--- src/rtl/heartaware_pkg.sv ---
// heartaware_pkg: shared SD block/FIFO sizes and the streamer FSM encoding (also the state_dbg code).
package heartaware_pkg;
  localparam int SD_BLOCK_BYTES   = 512;
  localparam int AUDIO_FIFO_DEPTH = 16384;
  typedef enum logic [2:0] {
    ST_IDLE      = 3'd0,
    ST_WAIT_ROOM = 3'd1,
    ST_ISSUE     = 3'd2,
    ST_XFER      = 3'd3,
    ST_NEXT      = 3'd4,
    ST_DRAIN     = 3'd5
  } state_e;
endpackage

--- src/rtl/sync_edge_detect.sv ---
// sync_edge_detect: 2-flop synchronizer plus registered rising-edge pulse (pulse 3 cycles after the edge).
module sync_edge_detect (
  input  logic clk_i,
  input  logic rst_ni,
  input  logic d_i,
  output logic pulse_o
);
  logic [2:0] sync_q;
  logic       pulse_q;
  always_ff @(posedge clk_i or negedge rst_ni) begin
    if (!rst_ni) begin
      sync_q  <= '0;
      pulse_q <= 1'b0;
    end else begin
      sync_q  <= {sync_q[1:0], d_i};
      pulse_q <= sync_q[1] & ~sync_q[2];
    end
  end
  assign pulse_o = pulse_q;
endmodule

--- src/rtl/sd_audio_stream_ctrl.sv ---
// sd_audio_stream_ctrl: walks SD blocks into the sample FIFO and paces FIFO pops at the sample rate.
module sd_audio_stream_ctrl
  import heartaware_pkg::*;
#(
  parameter int BLOCK_BYTES = SD_BLOCK_BYTES,
  parameter int FIFO_DEPTH  = AUDIO_FIFO_DEPTH,
  parameter int CNT_W       = 14
) (
  input  logic             clk_100mhz,
  input  logic             reset_n,
  input  logic             start,
  input  logic             stop,
  input  logic             loop_en,
  input  logic [31:0]      start_addr,
  input  logic [31:0]      end_addr,
  input  logic             sample_clk,
  input  logic             sd_ready,
  input  logic             sd_byte_available,
  input  logic [CNT_W-1:0] fifo_count,
  input  logic             fifo_full,
  input  logic             fifo_empty,
  output logic             sd_rd,
  output logic [31:0]      sd_adr,
  output logic             fifo_wr_en,
  output logic             fifo_rd_en,
  output logic             busy,
  output logic             playing,
  output logic             overflow,
  output logic [15:0]      underrun_count,
  output logic [2:0]       state_dbg
);
  localparam int               BC_W     = $clog2(BLOCK_BYTES + 1);
  localparam logic [BC_W-1:0]  BLK_CNT  = BC_W'(BLOCK_BYTES);
  localparam logic [CNT_W:0]   ROOM_MAX = (CNT_W+1)'(FIFO_DEPTH - BLOCK_BYTES);
  localparam logic [31:0]      ADR_STEP = 32'(BLOCK_BYTES);

  state_e            state_q, state_d;
  logic [31:0]       adr_q, adr_d;
  logic [BC_W-1:0]   byte_cnt_q, byte_cnt_d;
  logic [15:0]       under_q, under_d;
  logic              stop_pend_q, stop_pend_d;
  logic              playing_q, playing_d;
  logic              overflow_q, overflow_d;
  logic              wr_q, wr_d;
  logic              rd_q, rd_d;
  logic              byte_edge, tick, room;

  sync_edge_detect u_byte_sync (
    .clk_i(clk_100mhz), .rst_ni(reset_n), .d_i(sd_byte_available), .pulse_o(byte_edge)
  );
  sync_edge_detect u_tick_sync (
    .clk_i(clk_100mhz), .rst_ni(reset_n), .d_i(sample_clk), .pulse_o(tick)
  );

  assign room = {1'b0, fifo_count} <= ROOM_MAX;

  always_ff @(posedge clk_100mhz or negedge reset_n) begin
    if (!reset_n) begin
      state_q     <= ST_IDLE;
      adr_q       <= '0;
      byte_cnt_q  <= '0;
      under_q     <= '0;
      stop_pend_q <= 1'b0;
      playing_q   <= 1'b0;
      overflow_q  <= 1'b0;
      wr_q        <= 1'b0;
      rd_q        <= 1'b0;
    end else begin
      state_q     <= state_d;
      adr_q       <= adr_d;
      byte_cnt_q  <= byte_cnt_d;
      under_q     <= under_d;
      stop_pend_q <= stop_pend_d;
      playing_q   <= playing_d;
      overflow_q  <= overflow_d;
      wr_q        <= wr_d;
      rd_q        <= rd_d;
    end
  end

  always_comb begin
    state_d     = state_q;
    adr_d       = adr_q;
    byte_cnt_d  = byte_cnt_q;
    under_d     = under_q;
    stop_pend_d = stop_pend_q;
    playing_d   = playing_q;
    overflow_d  = overflow_q;
    wr_d        = 1'b0;
    rd_d        = 1'b0;
    if (playing_q && tick) begin
      if (!fifo_empty) rd_d = 1'b1;
      else if (under_q != 16'hFFFF) under_d = under_q + 16'd1;
    end
    case (state_q)
      ST_IDLE: begin
        if (stop) playing_d = 1'b0;
        else if (start) begin
          adr_d       = start_addr;
          byte_cnt_d  = '0;
          overflow_d  = 1'b0;
          under_d     = '0;
          stop_pend_d = 1'b0;
          state_d     = ST_WAIT_ROOM;
        end
      end
      ST_WAIT_ROOM: begin
        if (stop) begin
          playing_d = 1'b0;
          state_d   = ST_IDLE;
        end else if (room && sd_ready) state_d = ST_ISSUE;
      end
      ST_ISSUE: begin
        if (stop) stop_pend_d = 1'b1;
        if (!sd_ready) begin
          byte_cnt_d = '0;
          state_d    = ST_XFER;
        end
      end
      ST_XFER: begin
        if (stop) stop_pend_d = 1'b1;
        if (byte_edge) begin
          // A byte that finds the FIFO full is dropped but still counts toward the block.
          if (fifo_full) overflow_d = 1'b1;
          else wr_d = 1'b1;
          if (byte_cnt_q != BLK_CNT) byte_cnt_d = byte_cnt_q + 1'b1;
        end else if (byte_cnt_q == BLK_CNT && sd_ready) begin
          if (stop || stop_pend_q) begin
            playing_d   = 1'b0;
            stop_pend_d = 1'b0;
            state_d     = ST_IDLE;
          end else begin
            playing_d = 1'b1;
            state_d   = ST_NEXT;
          end
        end
      end
      ST_NEXT: begin
        if (stop) begin
          playing_d = 1'b0;
          state_d   = ST_IDLE;
        end else if (adr_q == end_addr && !loop_en) state_d = ST_DRAIN;
        else begin
          adr_d   = (adr_q == end_addr) ? start_addr : adr_q + ADR_STEP;
          state_d = ST_WAIT_ROOM;
        end
      end
      ST_DRAIN: begin
        if (stop || fifo_empty) begin
          playing_d = 1'b0;
          state_d   = ST_IDLE;
        end
      end
      default: state_d = ST_IDLE;
    endcase
  end

  assign sd_rd          = state_q == ST_ISSUE;
  assign sd_adr         = adr_q;
  assign fifo_wr_en     = wr_q;
  assign fifo_rd_en     = rd_q;
  assign busy           = state_q != ST_IDLE;
  assign playing        = playing_q;
  assign overflow       = overflow_q;
  assign underrun_count = under_q;
  assign state_dbg      = state_q;
endmodule

--- config.mk ---
export PLATFORM = sky130hd
export DESIGN_NAME = sd_audio_stream_ctrl
export DESIGN_NICKNAME = d
export VERILOG_FILES = /design/src/rtl/heartaware_pkg.sv /design/src/rtl/sync_edge_detect.sv /design/src/rtl/sd_audio_stream_ctrl.sv
export SDC_FILE = /design/constraint.sdc
export NUM_CORES = 1
export LEC_CHECK = 0
export ABC_AREA = 1
export CAP_MARGIN = 0
export CORE_MARGIN = 10
export CORE_UTILIZATION = 35
export DETAILED_ROUTE_END_ITERATION = 6
export GPL_ROUTABILITY_DRIVEN = 0
export HOLD_SLACK_MARGIN = 0.12
export PLACE_DENSITY = 0.72
export SYNTH_ARGS = -nofsm -noshare
export SYNTH_HDL_FRONTEND = slang
export SYNTH_SLANG_ARGS = --single-unit
export TNS_END_PERCENT = 50
--- constraint.sdc ---
create_clock -name clk_100mhz -period 2.29 [get_ports clk_100mhz]
set_input_delay 0.3435 -clock clk_100mhz [delete_from_list [all_inputs] [get_ports clk_100mhz]]
set_output_delay 0.3435 -clock clk_100mhz [all_outputs]
set_load 0.01 [all_outputs]
Word-level counts from Yosys, hierarchy flattened:

Cells that the tools add are included.

* equal/unequal tests: 22
* $add $sub $neg: 3
* multiplexer cells: 51
* reductions and logical operators: 20
* bitwise gates (word level): 4
* magnitude comparators: 1

Operators with widths (count)
* 32-bit 2-to-1 mux: 5
* 16-bit 2-to-1 mux: 6
* 32-bit one-hot mux with 2 select lines: 1
* 10-bit 2-to-1 mux: 5
* 3-bit 2-to-1 mux: 11
* 32-bit by 10-bit adder with 32-bit output, second input constant: 1
* 32-bit equality test: 1
* 10-bit one-hot mux with 3 select lines: 1
* 2-bit != test, second input constant: 10
* 1-bit 2-to-1 mux: 18
* 3-bit one-hot mux with 6 select lines: 1
* 16-bit by 1-bit adder with 16-bit output, second input constant: 1
* 16-bit != test, second input constant: 1
* 5-bit AND reduction: 3
* 14-bit less-or-equal comparator, second input constant: 1
* 10-bit by 1-bit adder with 10-bit output, second input constant: 1
* 10-bit equality test, second input constant: 1
* 10-bit != test, second input constant: 1
* 3-bit nonzero test: 3
* 7-bit AND reduction: 1
* 3-bit by 2-bit equality test with 1-bit output, second input constant: 2
* 3-bit equality test, second input constant: 2
* 1-bit one-hot mux with 3 select lines: 2
* 6-bit AND reduction: 1
* other kinds (13): 21

* input port bits: 88
* output and inout bits: 57
* bits in registers: 74
* word-level logic and storage cells: 114

Longest topological paths before layout:

* depth in word-level cells: 7
* depth in mapped cells: 14
* mapped depth without buffers: 13

By module:

A second synthesis with hierarchy kept.

* cell total of the unflattened synthesis: 717
* area total of the unflattened synthesis: 4981.0 sq um

Modules (own cells, without submodules)
* sd_audio_stream_ctrl: instances 1, area each 4760.8 sq um, sequential area each 1651.6 sq um, cells an instance 705
* sync_edge_detect: instances 2, area each 110.1 sq um, sequential area each 100.1 sq um, cells an instance 6

Least setup slack after synthesis:

No wires, ideal clock.

* path type: register to register
* start point: register adr_q[9], in the netlist sd_adr[9]
* end point: register adr_q[31], in the netlist sd_adr[31]
* slack: 606 ps
* cell stages (with the launch flop): 11
* data required time: 2173 ps
* arrival: 1566 ps
* library setup time: 117 ps
* cell sequence: dfrtp_1 > ha_1 > nand3_1 > nor3_2 > nand3_1 > nor2_1 > nand2_1 > nand2_1 > nand3_1 > nand3_1 > nand2_1

* word-level cells in the longest chain between the ends: 5
* elaborated cells on any way between the ends: 9

Ends and longest elaborated chain
* from (decl): RTL line sd_audio_stream_ctrl.sv:38 `logic [31:0] adr_q, adr_d;`
* from (signal assigned): RTL line sd_audio_stream_ctrl.sv:70 `adr_q <= adr_d;`
* 32-bit by 10-bit adder with 32-bit output / 32-bit equality test (equally long branches): RTL line sd_audio_stream_ctrl.sv:144, sd_audio_stream_ctrl.sv:142
* 32-bit 2-to-1 mux: RTL line sd_audio_stream_ctrl.sv:144 `adr_d = (adr_q == end_addr) ? start_addr : adr_q + ADR_STEP;`
* 32-bit 2-to-1 mux: RTL line sd_audio_stream_ctrl.sv:142 `end else if (adr_q == end_addr && !loop_en) state_d = ST_DRAIN;`
* 32-bit 2-to-1 mux: RTL line sd_audio_stream_ctrl.sv:139 `if (stop) begin`
* 32-bit one-hot mux with 2 select lines: RTL line sd_audio_stream_ctrl.sv:95 `case (state_q)`

Parallel ways exist; a longest one is shown, timed or not. The select of a mux whose other input is x is not followed.
A chain may end at the register's enable or synchronous reset.

Final worst setup path:

* start point: register state_q[0], in the netlist state_dbg[0]
* end point: output sd_rd

* word-level cells in the longest chain between the ends: 1

Ends and longest elaborated chain
* from (decl): RTL line sd_audio_stream_ctrl.sv:37 `state_e state_q, state_d;`
* from (signal assigned): RTL line sd_audio_stream_ctrl.sv:69 `state_q <= state_d;`
* 3-bit by 2-bit equality test with 1-bit output: RTL line sd_audio_stream_ctrl.sv:158 `assign sd_rd = state_q == ST_ISSUE;`
* to (decl): RTL line sd_audio_stream_ctrl.sv:22 `output logic sd_rd,`

No other way between the ends.

==> metrics.yaml <==
die:
  pin_count: 145
  row_count: 44
  die_height_um: 142
  dieArea_um2: 20300
  fp.coreArea_um2: 14600
  start_util_pct: 35.9
  fp.dieW_um: 142
cells_and_area:
  drive_gt1_share_pct: 8.42
  stdcell_count: 1099
  nets: 1001
  syn_to_final_growth_pct: 37.3
grt:
  gr-usage-met2_pct: 24.6
  use_met3_pct: 4.81
  grt_overflow: 0
  track_usage_pct: 15.1
  grt_pass1_wl_um: 25000
  grt_pass1_vias: 4893
  grt_max_degree: 42
  antenna_found_initial: 2
  use_met1_pct: 18.6
  busiest_layer: "met2"
timing:
  setup_tns_ns: 0
  fin_crit_sh_pct: 93.2
  slew_violations: 0
  setup_viol: 0
  skew_ns: 0.00836
  worstMarginPinSlew_ns: 0.581
  hold_violations: 0
  rsz0062_at_grt: "no"
  max_freq_mhz: 468
  fin_crit_ns: 2.13
  maxSlewHeadroom_pct: 61.3
route:
  drc: 0
  via_per_inst: 4.76
  dr.pass1.iters: 5
  wl_um: 15700
  vias: 5228
  ant_nets: 0
  first_iter_violations: 256
  avgRoutedWirePerCell_um: 14.3
placed_design:
  dp.cells: 1081
  placement.io_buffers: 144
  dp_hpwl_um: 12100
critical_path:
  worst_setup_path_end_kind: "primary output"
  crit_path_max_fanout: 7
  crit_arrival_ns: 1.79
  reg2reg_depth: 9
  crit_start: "state_dbg[0]"
  required_ns: 1.95
  rr_startpoint: "byte_cnt_q[0]"
  critPathLaunchType: "register"
  critPathKind: "register to primary output"
clock_tree:
  clockBufferDepth: 2
  clk-insertion-delay-late_ns: 0.34
  cts_root_buffer: "clkbuf_16"
  cts_buffers: 9
  path_clk_slew_ns: 0.06
  cts_max_level: 3
  cts_setup_buffers: 0
  cts_tree: "built"
  cts_sinks: 74
logic_synthesis:
  yosys-top-cells-area: "dfrtp_1, nand2_1, nand3_1, inv_1, nor2_1"
  synth-xor-area-share_pct: 6.85
  synthMuxAreaShare_pct: 0
  synth_seq_cells: 74
  syn_area_per_cell_um2: 6.90
  synth-main-ff-cell: "dfrtp_1"
  synth.distinct_cells: 43
  synth-adder-area-share_pct: 0.955
  yosysMostFrequentCell: "nand2_1"
  yosysWarnings: 0
  async_flop_share_pct: 100
  synth_compound_area_share_pct: 5.78
  synth_common_cells: "nand2_1, inv_1, dfrtp_1"
  synth_fp_nets: 851
  synth_simple_gate_area_share_pct: 41.6
  netlist.area_leader.share_pct: 35.3
  ys_seq_area_share_pct: 35.3
  synth_top_family_by_area: "simple AND/OR/NAND/NOR gates"
  synth-edff-count: 0
  synth_area_um2: 5240
  synth_largest_area_cell: "dfrtp_1"
  synthCells: 759
hold_path:
  worstHoldStart: "u_tick_sync.sync_q[0]"
  hp-class: "register to register"
  holdPathStages: 0
status:
  outcome: "finished, final reports clean"
pwr:
  leakagePower_uw: 0.00343
  worst_ir_drop_vdd_mv: 0.431
  powerDensity_nw_per_um2: 911
job:
  cap_violations: 0
routing by layer:
layer | vias up | share of wire [%]
li1 | 2689 | -
met1 | 2349 | 43
met2 | 163 | 47
met3 | 25 | 7.4
met4 | 2 | 1.8
met5 | - | 0.083
cells in the final DEF, fill, tap and decap left out, drive strengths merged:
cell type        n
nor2            75
xor2            23
nor3b            1
clkinv           4
bufinv           1
a41oi            1
dfrtp           74
diode            1
nand3b           3
nand2          301
o31ai            5
a31oi            1
dlygate4sd3      1
a21boi           9
nor4             2
and3             2
buf             15
a21oi           13
nor3            15
ha               4
xnor2           18
o21bai           2
inv             88
clkinvlp         1
o211a            1
nand4           17
o21ai           17
clkbuf           9
nand3           67
clkdlybuf4s50  143
or2              1
cell families (layout without fill, tap and decap cells):
group                    count (synthesis)  count (layout)
AO/OA/AOI/OAI                           49              49
XOR/XNOR                                41              41
adder cells (fa/ha/maj)                  4               4
buffers and inverters                  107             262
flip-flops                              74              74
other                                    0               1
AND/OR/NAND/NOR                        484             484
sequential cells by signal, summed over array words and instances, names as in the netlist:
name / flops
stop_pend_q: 1
u_tick_sync.sync_q: 3
playing: 1
u_byte_sync.pulse_o: 1
underrun_count: 16
u_tick_sync.pulse_o: 1
fifo_wr_en: 1
byte_cnt_q: 10
sd_adr: 32
state_dbg: 3
u_byte_sync.sync_q: 3
overflow: 1
fifo_rd_en: 1
stage by stage:
| stage | setup slack [ns] | cell area, µm² | util (%) | total power, µW | hold slack, ns |
|---|---|---|---|---|---|
| 4_1_cts | 0.144 | 7190 | 49.3 | 6620 | 0.351 |
| 6_report | 0.155 | 7200 | 49.3 | 6560 | 0.349 |
| 3_3_place_gp | 0.101 | 6880 | 47.2 | 5100 | 0.333 |
| 3_5_place_dp | 0.0661 | 6880 | 47.2 | 5150 | 0.337 |
| 5_1_grt | 0.0494 | 7200 | 49.3 | 7060 | 0.372 |
| 2_1_floorplan | 0.606 | 5240 | - | 3780 | 0.0479 |
report_power, final:
part	internal [µW]	total, µW	switching (µW)
combinational	1410	2840	1430
sequential	1680	2270	598
clock	851	1450	596
total	3930	6560	2620
final cells by class:
cell class	count	area [µm²]
diodes	1	2.50
inverters	87	327
fillers	1447	7390
repair buffers	159	1590
well taps	184	230
clock inverters	7	77.6
flip-flops and latches	74	1850
multi-input cells	578	2890
clock buffers	9	225
path summary, 6_finish.rpt:
kind	slack, ns	end
worst max-delay path	0.16	sd_rd
worst min-delay path	0.35	u_tick_sync.sync_q[1]
worst max register to register	0.31	byte_cnt_q[1]
worst min register to register	0.35	u_tick_sync.sync_q[1]
max in group asynchronous	1.17	byte_cnt_q[6]
min in group asynchronous	0.54	sd_adr[5]
critical path, stage by stage (launching register included):
cell	delay, ns
dfrtp_1	0.47
nor2_1	0.21
nand2_1	0.15
inv_2	0.09
clkdlybuf4s50_1	0.54
repair_timing:
item                      CTS  global route
hold endpoints to repair   40             0
hold buffers                1             0
gates resized for setup     0             0
(Power assumes the default switching activity.)
